**src/rtl/pipe_ctrl_pkg.sv**
```systemverilog
// Shared types and constants for the pipeline hazard controller.
// Holds the FSM state, hazard cause encoding and per-cause register control vectors.
package pipe_ctrl_pkg;

    localparam int unsigned REG_ADDR_W = 5;
    localparam int unsigned INIT_CNT_W = 8;

    typedef enum logic [1:0] {
        StInit,
        StRun,
        StMemWait,
        StHalt
    } pipe_state_t;

    typedef enum logic [1:0] {
        HzNone,
        HzMem,
        HzBranch,
        HzLoadUse
    } hz_cause_t;

    typedef struct packed {
        logic pc_en;
        logic if_id_en;
        logic if_id_flush;
        logic id_ex_en;
        logic id_ex_flush;
        logic ex_mem_en;
        logic ex_mem_flush;
    } pipe_ctrl_t;

    localparam pipe_ctrl_t CtrlFlushAll = '{1'b0, 1'b0, 1'b1, 1'b0, 1'b1, 1'b0, 1'b1};
    localparam pipe_ctrl_t CtrlFreeze   = '{1'b0, 1'b0, 1'b0, 1'b0, 1'b0, 1'b0, 1'b0};
    localparam pipe_ctrl_t CtrlNormal   = '{1'b1, 1'b1, 1'b0, 1'b1, 1'b0, 1'b1, 1'b0};
    localparam pipe_ctrl_t CtrlBranch   = '{1'b1, 1'b1, 1'b1, 1'b1, 1'b1, 1'b1, 1'b0};
    // Hold PC and IF/ID, push a bubble into ID/EX while the load moves on to MEM.
    localparam pipe_ctrl_t CtrlLoadUse  = '{1'b0, 1'b0, 1'b0, 1'b1, 1'b1, 1'b1, 1'b0};

    function automatic pipe_ctrl_t ctrl_for_cause(hz_cause_t cause);
        pipe_ctrl_t ctrl;
        unique case (cause)
            HzMem:     ctrl = CtrlFreeze;
            HzBranch:  ctrl = CtrlBranch;
            HzLoadUse: ctrl = CtrlLoadUse;
            HzNone:    ctrl = CtrlNormal;
        endcase
        return ctrl;
    endfunction

endpackage

```
**src/rtl/pipe_hazard_ctrl_if.sv**
```systemverilog
// Hazard controller signal bundle: master = pipeline side, slave = controller.
// PIPE_HAZARD_PERF_EN adds the two performance counter outputs.
interface pipe_hazard_ctrl_if;
    import pipe_ctrl_pkg::*;

    logic [REG_ADDR_W-1:0] id_rs1_addr;
    logic [REG_ADDR_W-1:0] id_rs2_addr;
    logic                  id_rs1_used;
    logic                  id_rs2_used;
    logic [REG_ADDR_W-1:0] ex_rd_addr;
    logic                  ex_mem_read;
    logic                  branch_taken;
    logic                  mem_busy;

    logic pc_en;
    logic if_id_en;
    logic if_id_flush;
    logic id_ex_en;
    logic id_ex_flush;
    logic ex_mem_en;
    logic ex_mem_flush;
    logic stall_timeout;

`ifdef PIPE_HAZARD_PERF_EN
    logic [31:0] perf_stall_cnt;
    logic [31:0] perf_flush_cnt;
`endif

    modport master (
        output id_rs1_addr, id_rs2_addr, id_rs1_used, id_rs2_used,
        output ex_rd_addr, ex_mem_read, branch_taken, mem_busy,
        input  pc_en, if_id_en, if_id_flush, id_ex_en, id_ex_flush,
        input  ex_mem_en, ex_mem_flush, stall_timeout
`ifdef PIPE_HAZARD_PERF_EN
        , input perf_stall_cnt, perf_flush_cnt
`endif
    );

    modport slave (
        input  id_rs1_addr, id_rs2_addr, id_rs1_used, id_rs2_used,
        input  ex_rd_addr, ex_mem_read, branch_taken, mem_busy,
        output pc_en, if_id_en, if_id_flush, id_ex_en, id_ex_flush,
        output ex_mem_en, ex_mem_flush, stall_timeout
`ifdef PIPE_HAZARD_PERF_EN
        , output perf_stall_cnt, perf_flush_cnt
`endif
    );

endinterface

```
**src/rtl/load_use_detect.sv**
```systemverilog
// Flags a load in EX whose destination is read by the instruction in ID.
// x0 is never a hazard since it is hardwired to zero.
module load_use_detect
    import pipe_ctrl_pkg::*;
(
    input  logic [REG_ADDR_W-1:0] rs1_addr_i,
    input  logic [REG_ADDR_W-1:0] rs2_addr_i,
    input  logic                  rs1_used_i,
    input  logic                  rs2_used_i,
    input  logic [REG_ADDR_W-1:0] rd_addr_i,
    input  logic                  mem_read_i,
    output logic                  load_use_o
);

    logic rs1_hit;
    logic rs2_hit;

    always_comb begin
        rs1_hit    = rs1_used_i && (rs1_addr_i == rd_addr_i);
        rs2_hit    = rs2_used_i && (rs2_addr_i == rd_addr_i);
        load_use_o = mem_read_i && (rd_addr_i != '0) && (rs1_hit || rs2_hit);
    end

endmodule

```
**src/rtl/pipe_hazard_ctrl.sv**
```systemverilog
// Stall/flush sequencer for IF/ID, ID/EX and EX/MEM plus PC enable, with stall watchdog.
// Optional PIPE_HAZARD_PERF_EN adds stall-cycle and branch-redirect counters.
module pipe_hazard_ctrl
    import pipe_ctrl_pkg::*;
#(
    parameter int unsigned INIT_FLUSH_CYCLES = 3,
    parameter int unsigned MAX_STALL         = 255
) (
    input  logic             clk,
    input  logic             rst_n,
    pipe_hazard_ctrl_if.slave hz
);

    localparam int unsigned          StallW   = $clog2(MAX_STALL + 1);
    localparam logic [StallW-1:0]    StallMax = StallW'(MAX_STALL);
    localparam logic [INIT_CNT_W-1:0] InitLast = INIT_CNT_W'(INIT_FLUSH_CYCLES - 1);

    pipe_state_t           state_q;
    logic [INIT_CNT_W-1:0] init_cnt_q;
    logic [StallW-1:0]     stall_cnt_q;
    logic                  stall_timeout_q;
    logic                  load_use;
    hz_cause_t             cause;
    pipe_ctrl_t            ctrl;

    load_use_detect u_load_use_detect (
        .rs1_addr_i (hz.id_rs1_addr),
        .rs2_addr_i (hz.id_rs2_addr),
        .rs1_used_i (hz.id_rs1_used),
        .rs2_used_i (hz.id_rs2_used),
        .rd_addr_i  (hz.ex_rd_addr),
        .mem_read_i (hz.ex_mem_read),
        .load_use_o (load_use)
    );

    // MEM_WAIT shares RUN's decode so a released stall services held hazards the same cycle.
    always_comb begin
        cause = HzNone;
        ctrl  = CtrlFlushAll;
        unique case (state_q)
            StInit: ctrl = CtrlFlushAll;
            StRun, StMemWait: begin
                if (hz.mem_busy) begin
                    cause = HzMem;
                end else if (hz.branch_taken) begin
                    cause = HzBranch;
                end else if (load_use) begin
                    cause = HzLoadUse;
                end
                ctrl = ctrl_for_cause(cause);
            end
            StHalt: ctrl = CtrlFreeze;
        endcase
    end

    always_ff @(posedge clk or negedge rst_n) begin
        if (!rst_n) begin
            state_q         <= StInit;
            init_cnt_q      <= '0;
            stall_cnt_q     <= '0;
            stall_timeout_q <= 1'b0;
        end else begin
            unique case (state_q)
                StInit: begin
                    if (init_cnt_q == InitLast) begin
                        state_q    <= StRun;
                        init_cnt_q <= '0;
                    end else begin
                        init_cnt_q <= init_cnt_q + 1'b1;
                    end
                end
                StRun: begin
                    if (hz.mem_busy) begin
                        state_q     <= StMemWait;
                        stall_cnt_q <= StallW'(1);
                    end
                end
                StMemWait: begin
                    if (!hz.mem_busy) begin
                        state_q     <= StRun;
                        stall_cnt_q <= '0;
                    end else if (stall_cnt_q == StallMax) begin
                        state_q         <= StHalt;
                        stall_timeout_q <= 1'b1;
                    end else if (stall_cnt_q != '1) begin
                        stall_cnt_q <= stall_cnt_q + 1'b1;
                    end
                end
                StHalt: state_q <= StHalt;
            endcase
        end
    end

    assign hz.pc_en         = ctrl.pc_en;
    assign hz.if_id_en      = ctrl.if_id_en;
    assign hz.if_id_flush   = ctrl.if_id_flush;
    assign hz.id_ex_en      = ctrl.id_ex_en;
    assign hz.id_ex_flush   = ctrl.id_ex_flush;
    assign hz.ex_mem_en     = ctrl.ex_mem_en;
    assign hz.ex_mem_flush  = ctrl.ex_mem_flush;
    assign hz.stall_timeout = stall_timeout_q;

`ifdef PIPE_HAZARD_PERF_EN
    logic [31:0] perf_stall_q;
    logic [31:0] perf_flush_q;

    always_ff @(posedge clk or negedge rst_n) begin
        if (!rst_n) begin
            perf_stall_q <= '0;
            perf_flush_q <= '0;
        end else if (state_q == StRun || state_q == StMemWait) begin
            if (!ctrl.pc_en) begin
                perf_stall_q <= perf_stall_q + 32'd1;
            end
            if (cause == HzBranch) begin
                perf_flush_q <= perf_flush_q + 32'd1;
            end
        end
    end

    assign hz.perf_stall_cnt = perf_stall_q;
    assign hz.perf_flush_cnt = perf_flush_q;
`endif

endmodule

```
**src/flat_wrapper.sv**
```systemverilog
// flat-port wrapper written by rule: the top's interface ports become plain ports
module pipe_hazard_ctrl_flat import pipe_ctrl_pkg::*;
#(
    parameter int unsigned INIT_FLUSH_CYCLES = 3,
    parameter int unsigned MAX_STALL         = 255
)
  (clk, rst_n, hz_id_rs1_addr, hz_id_rs2_addr, hz_id_rs1_used, hz_id_rs2_used, hz_ex_rd_addr, hz_ex_mem_read, hz_branch_taken, hz_mem_busy, hz_pc_en, hz_if_id_en, hz_if_id_flush, hz_id_ex_en, hz_id_ex_flush, hz_ex_mem_en, hz_ex_mem_flush, hz_stall_timeout);
  pipe_hazard_ctrl_if hz_i ();
  input  logic clk;
  input  logic rst_n;
  input wire logic [$bits(hz_i.id_rs1_addr)-1:0] hz_id_rs1_addr;
  input wire logic [$bits(hz_i.id_rs2_addr)-1:0] hz_id_rs2_addr;
  input wire logic [$bits(hz_i.id_rs1_used)-1:0] hz_id_rs1_used;
  input wire logic [$bits(hz_i.id_rs2_used)-1:0] hz_id_rs2_used;
  input wire logic [$bits(hz_i.ex_rd_addr)-1:0] hz_ex_rd_addr;
  input wire logic [$bits(hz_i.ex_mem_read)-1:0] hz_ex_mem_read;
  input wire logic [$bits(hz_i.branch_taken)-1:0] hz_branch_taken;
  input wire logic [$bits(hz_i.mem_busy)-1:0] hz_mem_busy;
  output wire logic [$bits(hz_i.pc_en)-1:0] hz_pc_en;
  output wire logic [$bits(hz_i.if_id_en)-1:0] hz_if_id_en;
  output wire logic [$bits(hz_i.if_id_flush)-1:0] hz_if_id_flush;
  output wire logic [$bits(hz_i.id_ex_en)-1:0] hz_id_ex_en;
  output wire logic [$bits(hz_i.id_ex_flush)-1:0] hz_id_ex_flush;
  output wire logic [$bits(hz_i.ex_mem_en)-1:0] hz_ex_mem_en;
  output wire logic [$bits(hz_i.ex_mem_flush)-1:0] hz_ex_mem_flush;
  output wire logic [$bits(hz_i.stall_timeout)-1:0] hz_stall_timeout;
  assign hz_i.id_rs1_addr = hz_id_rs1_addr;
  assign hz_i.id_rs2_addr = hz_id_rs2_addr;
  assign hz_i.id_rs1_used = hz_id_rs1_used;
  assign hz_i.id_rs2_used = hz_id_rs2_used;
  assign hz_i.ex_rd_addr = hz_ex_rd_addr;
  assign hz_i.ex_mem_read = hz_ex_mem_read;
  assign hz_i.branch_taken = hz_branch_taken;
  assign hz_i.mem_busy = hz_mem_busy;
  assign hz_pc_en = hz_i.pc_en;
  assign hz_if_id_en = hz_i.if_id_en;
  assign hz_if_id_flush = hz_i.if_id_flush;
  assign hz_id_ex_en = hz_i.id_ex_en;
  assign hz_id_ex_flush = hz_i.id_ex_flush;
  assign hz_ex_mem_en = hz_i.ex_mem_en;
  assign hz_ex_mem_flush = hz_i.ex_mem_flush;
  assign hz_stall_timeout = hz_i.stall_timeout;
  pipe_hazard_ctrl #(.INIT_FLUSH_CYCLES(INIT_FLUSH_CYCLES), .MAX_STALL(MAX_STALL)) u_core (.clk(clk), .rst_n(rst_n), .hz(hz_i));
endmodule
```
**config.mk**
```make
export PLATFORM = sky130hd
export DESIGN_NAME = pipe_hazard_ctrl_flat
export DESIGN_NICKNAME = d
export VERILOG_FILES = /design/src/rtl/pipe_ctrl_pkg.sv /design/src/rtl/pipe_hazard_ctrl_if.sv /design/src/rtl/load_use_detect.sv /design/src/rtl/pipe_hazard_ctrl.sv /design/src/flat_wrapper.sv
export SDC_FILE = /design/constraint.sdc
export NUM_CORES = 1
export LEC_CHECK = 0
export ABC_AREA = 1
export CELL_PAD_IN_SITES_DETAIL_PLACEMENT = 0
export CELL_PAD_IN_SITES_GLOBAL_PLACEMENT = 1
export CORE_UTILIZATION = 35
export CTS_BUF_LIST = sky130_fd_sc_hd__clkbuf_16
export DETAILED_ROUTE_END_ITERATION = 8
export MAX_ROUTING_LAYER = met4
export PLACE_DENSITY_LB_ADDON = 0.3
export SYNTH_ARGS = -nofsm -noshare
export SYNTH_HDL_FRONTEND = slang
export SYNTH_HIERARCHICAL = 1
export SYNTH_SLANG_ARGS = --single-unit
```
**constraint.sdc**
```tcl
create_clock -name clk -period 2.26 [get_ports clk]
set_input_delay 0.452 -clock clk [delete_from_list [all_inputs] [get_ports clk]]
set_output_delay 0.452 -clock clk [all_outputs]
set_load 0.02 [all_outputs]
```
==> key figures, run 1 <==
Global routing
  – Antenna violations before repair: 0
  – Vias in the first global route: 1251
  – First-pass GRT wire length: 5.181 mm
  – Pin count of the biggest net entering global routing: 20
  – All-Layer GR Usage: 0.1557
  – Grt ovf: 0

Final layout
  – Fin area: 1973 sq um
  – Nets@finish: roughly 290
  – Area delta synth->final: 34.79%
  – Register area: between 400 and 500 sq um
  – ANT cells: 0
  – Multi-input gate area: 843.3 sq um
  – Finished Layout Cells: 305
  – Most common cell after layout, fill and taps aside: nand2_1
  – Fillers: 423
  – Share of cells above drive strength 1: 0.1569
  – Most frequent cells in the layout: nand2_1 (70), inv_1 (30), nor2_1 (21), dfrtp_1 (19)

Clock network
  – CTS tree: built
  – Clock Latency Late Sink: 0.25 ns
  – CTS root buffer: clkbuf_16
  – Clock Tree Buf Depth: 2
  – # hold bufs at CTS: 0
  – Cts bufs inserted: 3
  – H-tree depth: 1
  – Num Clock Sinks: 19
  – Post-CTS Setup Inserts: 0
  – Worst-path clk slew: 0.05 ns

Status
  – Status: finished clean

Placement
  – GPL Wtd Cong: 0.7543
  – Post-DP Area: 1869 sq um
  – Placed cell count: 301
  – Buffers on Ports: 29
  – Post-DP HPWL: 2.405 mm

Timing
  – Period utilisation layout: 0.9330
  – Post-route minimum period: between 2 and 2.5 ns
  – Final setup fails: 0
  – RSZ-0062 raised after global routing: no
  – Rel. slew slack: 0.8273
  – Final Skew: 0.002193 ns
  – Max Fclk: approximately 470 MHz
  – Least-Margin Pin Slew: 0.2590 ns
  – Pins Over Slew Limit: 0
  – Fin. Hold Viols: 0
  – Post-Route Hold Slack: 0.4631 ns

Logic synthesis
  – Synth area leaders: dfrtp_1 (32%), nand2_1 (18%), inv_1 (8.2%)
  – Post-synthesis register bit count: 19
  – Post-synthesis sequential area ratio: 0.3248
  – Mapped Area: 1464 sq um
  – Top cell type's share of synthesized area: 0.3248
  – Syn nets: between 200 and 250
  – Post-synth cell types: 25
  – Post-synthesis instance total: 215
  – Leading area contributor after synthesis: dfrtp_1
  – Yosys Warn Count: 6
  – Mean area per synthesized cell: between 6 and 7 sq um

Die
  – Core Rows: 23
  – Die ar.: 4445 sq um
  – CORE AREA: about 4000 sq um
  – Die Y: 66.67 um
  – Die Wd: roughly 67 um
  – Ports: 30
  – Initial core utilization: 0.3660

Power
  – Peak supply drop: 0.3843 mV
  – Tot Pwr: a little under 2 mW
  – Leak: 1.092 nW
  – Cell Pwr Density: 973.2 nW/um^2

Worst setup path
  – CP Class: in2out
  – CP max FO: 2
  – Worst Setup End Kind: output port
  – Worst-path cell chain: clkdlybuf4s50_1 -> nand2_1 -> nand2_1 -> nor2_1 -> nand3_1 -> a21oi_2 -> a211oi_2 -> buf_2
  – Slowest stage delay, CP: 0.47 ns
  – Worst Setup Start Kind: input port
  – Reg2Reg Depth: 10
  – CP most frequent cell: nand2_1
  – Critical path data arrival time: 1.66 ns
  – Worst EP required: about 1.8 ns
  – CP max-delay cell: clkdlybuf4s50_1

Job
  – Max_cap viols: 0

Detailed routing
  – Vias: 1348
  – Vias per cell: 4.420
  – Drt drc: 0
  – Antenna Violating Nets Remaining: 0
  – WL/cell: 9.662 um
  – Initial DRC count: 70
  – Drt total wl: just under 3 mm
  – Iteration count of the initial detailed-routing pass: 4

Min path
  – Hold Path Depth: 2
  – Worst min path class: reg2reg
==> synthesized netlist by cell type, drive strengths merged <==
cell    count
nand2      76
o22ai       1
ha          8
inv        36
a31o        1
nor2       25
clkinv      1
buf         2
nand3      15
o21ai      14
a21oi       1
xnor2       1
a211oi      1
nor3        2
dfrtp      19
xor2        5
nand4       7
==> metal layers <==
layer,wire [um],GRT usage,vias up
li1,-,-,747
met1,1378,0.1973,580
met2,1454,0.2525,19
met3,104,0.02568,2
met4,10,0.04787,0
met5,0,-,-
==> final timing paths <==
check	slack, ns	end	start
max	0.15	hz_pc_en	hz_id_rs2_addr[3]
min	0.46	u_core/hz.stall_timeout	u_core/hz.stall_timeout
max reg2reg	0.74	u_core/stall_cnt_q[3]	u_core/state_q[0]
min reg2reg	0.46	u_core/hz.stall_timeout	u_core/hz.stall_timeout
max in group asynchronous	1.51	u_core/init_cnt_q[4]	rst_n
min in group asynchronous	0.54	u_core/stall_cnt_q[3]	rst_n
==> logic make-up after synthesis <==
family                     share of synthesized area
adders and majority gates                    0.06838
AOI/OAI and AO/OA                            0.06923
DFF                                           0.3248
xor gates and xnor gates                     0.03590
and+or+nand+nor                               0.3966
buffers and inverters                         0.1051
==> state kept, by name, summed over array words and instances (netlist names) <==
register / count
u_core/state_q: 2
u_core/hz.stall_timeout: 1
u_core/stall_cnt_q: 8
u_core/init_cnt_q: 8
==> per-stage QoR <==
step	util	worst slack, ns	TNS (ns)
after floorplan	-	0.09002	0
after global placement	0.4673	-0.5126	-1.785
after detailed placement	0.4673	-0.5055	-1.796
after CTS	0.4848	-0.006230	-0.006230
after global routing	0.4933	0.02147	0
final	0.4933	0.1514	0
==> final cells by class <==
type,count,share of cell area
multi-input combinational,157,0.4274
sequential,19,0.2410
timing repair buffer,38,0.1890
inverter,37,0.07039
clock buffer,3,0.03805
tap,50,0.03171
clock inverter,1,0.002536
==> worst max-delay path, delay by kind of cell <==
kind                   cells  cell delay [ns]
AOI/OAI and AO/OA          2             0.31
and+or+nand+nor            4             0.23
buffers and inverters      2             0.67
==> where the power goes <==
| part | switching, mW | internal [mW] | total (mW) | leakage [nW] |
|---|---|---|---|---|
| combinational | 0.627 | 0.444 | 1.07 | 0.802 |
| sequential | 0.0681 | 0.416 | 0.484 | 0.249 |
| clock | 0.128 | 0.237 | 0.365 | 0.0409 |
| total | 0.823 | 1.10 | 1.92 | 1.09 |
==> timing repair <==
item | 4_1_cts | 5_1_grt
setup endpoints to repair | 6 | 3
resized for setup | 22 | 15
pin swaps | 1 | 10
Power figures use the tool's default switching activity.
==> inputs of run 2 (changes only) <==
--- a/config.mk
+++ b/config.mk
@@ -6,11 +6,13 @@
 export NUM_CORES = 1
 export LEC_CHECK = 0
 export ABC_AREA = 1
+export ABC_CLOCK_PERIOD_IN_PS = 2260
 export CELL_PAD_IN_SITES_DETAIL_PLACEMENT = 0
 export CELL_PAD_IN_SITES_GLOBAL_PLACEMENT = 1
 export CORE_UTILIZATION = 35
 export CTS_BUF_LIST = sky130_fd_sc_hd__clkbuf_16
 export DETAILED_ROUTE_END_ITERATION = 8
+export DONT_BUFFER_PORTS = 1
 export MAX_ROUTING_LAYER = met4
 export PLACE_DENSITY_LB_ADDON = 0.3
 export SYNTH_ARGS = -nofsm -noshare
==> run 2 against run 1 <==
Via count decreased by 8.9%. Clock-buffer cell count unchanged. Final cell count shrank 11%. Design area shrank 18%. Hold slack worse by 0.088 ns. Sequential power rose by 2%. Clock power about the same. Routed wire length down 3.1%. Setup slack improved by 0.045 ns. Critical path depth decreased by 3.
==> key figures, run 2 (synthesis results as in run 1) <==
Power
  – Leak: between 0.8 and 0.9 nW
  – Tot Pwr: 1.731 mW
  – Cell Pwr Density: 1067 nW/um^2
  – Peak supply drop: 0.3703 mV

Detailed routing
  – Drt drc: 0
  – Drt total wl: 2.855 mm
  – Antenna Violating Nets Remaining: 0
  – Vias: ~1200
  – Initial DRC count: 46
  – Vias per cell: 4.531
  – Iteration count of the initial detailed-routing pass: 4
  – WL/cell: 10.54 um

Timing
  – RSZ-0062 raised after global routing: no
  – Pins Over Slew Limit: 0
  – Max Fclk: 484.6 MHz
  – Post-Route Hold Slack: roughly 0.38 ns
  – Post-route minimum period: between 2 and 2.5 ns
  – Setup TNS: 0 ns
  – Least-Margin Pin Slew: 0.9268 ns
  – Rel. slew slack: 0.3801
  – Period utilisation layout: 0.9131
  – Final setup fails: 0
  – Fin. Hold Viols: 0
  – Final Skew: 0.001441 ns

Job
  – Max_cap viols: 0

Worst setup path
  – CP max-delay cell: dfrtp_1
  – Worst EP required: 1.81 ns
  – CP Class: reg2out
  – CP max FO: 5
  – Worst Setup End Kind: output port
  – Worst-path cell chain: inv_1 -> ha_1 -> nand2_1 -> a211oi_1 -> buf_4
  – Critical path data arrival time: roughly 1.6 ns
  – Slowest stage delay, CP: 0.40 ns
  – Worst Setup Start Kind: flop

Die
  – Ports: 30
  – Initial core utilization: 0.3660
  – Core Rows: 23
  – Die Wd: 66.67 um
  – Die Y: about 67 um
  – Die ar.: about 4400 sq um
  – CORE AREA: between 4000 and 5000 sq um

Global routing
  – Vias in the first global route: 1170
  – First-pass GRT wire length: 5.009 mm
  – Grt ovf: 0
  – Antenna violations before repair: 0
  – Pin count of the biggest net entering global routing: 20
  – All-Layer GR Usage: 0.1542

Placement
  – GPL Wtd Cong: slightly above 0.7
  – Buffers on Ports: 0
  – Post-DP HPWL: 2.182 mm

Final layout
  – Most common cell after layout, fill and taps aside: nand2_1
  – Regs by FF count: u_core/init_cnt_q (8), u_core/stall_cnt_q (8), u_core/state_q (2)
  – Share of cells above drive strength 1: 0.1176
  – Fillers: 434
  – Nets@finish: 252
  – ANT cells: 0
  – Area delta synth->final: 10.85%
  – Most frequent cells in the layout: nand2_1 (70), inv_1 (33), nor2_1 (21), dfrtp_1 (19)

Clock network
  – Num Clock Sinks: 19
  – Clock Latency Late Sink: 0.25 ns
  – Clock Tree Buf Depth: 2
  – CTS root buffer: clkbuf_16
  – Post-CTS Setup Inserts: 0
  – H-tree depth: 1
  – CTS tree: built
  – Cts repair resizes: 0
  – Cts bufs inserted: 3
  – Worst-path clk slew: approximately 0.05 ns

Status
  – Status: finished clean

Min path
  – Worst min path class: in2reg
run 2: changes by cell type in the layout (fill, tap and decap cells not counted):
cell / before / now
buf_6: 1 / 0
inv_2: 6 / 4
a21oi_2: 1 / 0
buf_2: 2 / 0
buf_4: 9 / 3
inv_1: 30 / 33
a211oi_1: 0 / 1
clkinv_2: 1 / 0
dlygate4sd3_1: 0 / 1
a211oi_2: 1 / 0
dlymetal6s2s_1: 12 / 0
a21oi_1: 0 / 1
clkdlybuf4s50_1: 9 / 0
dlygate4sd2_1: 5 / 0
run 2: what timing repair did:
action | in CTS | in global routing
hold buffers | 1 | 0
endpoints found under the setup margin | 0 | 0
endpoints found under the hold margin | 19 | 0
run 2: path summary, 6_finish.rpt:
check	from	end	slack, ns	cells after the start
max	u_core/state_q[1]	hz_pc_en	0.20	5
max in group asynchronous	rst_n	u_core/init_cnt_q[4]	0.91	1
min	hz_mem_busy	u_core/stall_cnt_q[4]	0.38	2
min in group asynchronous	rst_n	u_core/stall_cnt_q[2]	0.78	1
min reg2reg	u_core/stall_cnt_q[1]	u_core/stall_cnt_q[1]	0.52	2
max reg2reg	u_core/state_q[0]	u_core/stall_cnt_q[3]	0.70	9
run 2: where the power goes:
part | leakage [nW] | total, mW | switching, mW | internal [mW]
Clock | 0.0423 | 0.366 | 0.130 | 0.236
Combinational | 0.541 | 0.870 | 0.575 | 0.295
Sequential | 0.249 | 0.495 | 0.0796 | 0.416
run 2: through the flow:
step,cells,util,setup WS (ns),instance area (sq um)
after floorplan,215,-,0.09002,1464
after global placement,266,0.3835,0.4869,1534
after detailed placement,266,0.3835,0.4688,1534
after CTS,271,0.4057,0.1865,1623
after global routing,271,0.4057,0.05828,1623
final,271,0.4057,0.1963,1623
run 2: critical path: cells and delay by family, from the launching register on:
family	cells	cell delay, ns
adder cells (fa/ha/maj)	1	0.34
AO/OA/AOI/OAI	1	0.19
flip-flops	1	0.40
AND/OR/NAND/NOR	1	0.10
buffers and inverters	2	0.33
run 2: routing by layer:
metal  vias up  track usage  routed length (um)
met5         -            -                   0
met4         0      0.07181                  57
met3         5      0.03082                 110
met2        23       0.2336                1271
met1       525       0.1962                1415
li1        675            -                   -
run 2: layout make-up:
cell class,instances,area (sq um),share of cell area
Clock inverter,1,3.754,0.002313
Multi-Input combinational cell,157,834.6,0.5143
Tap cell,50,62.56,0.03855
Inverter,37,138.9,0.08558
Timing Repair Buffer,4,32.53,0.02005
Sequential cell,19,475.5,0.2930
Clock buffer,3,75.07,0.04626
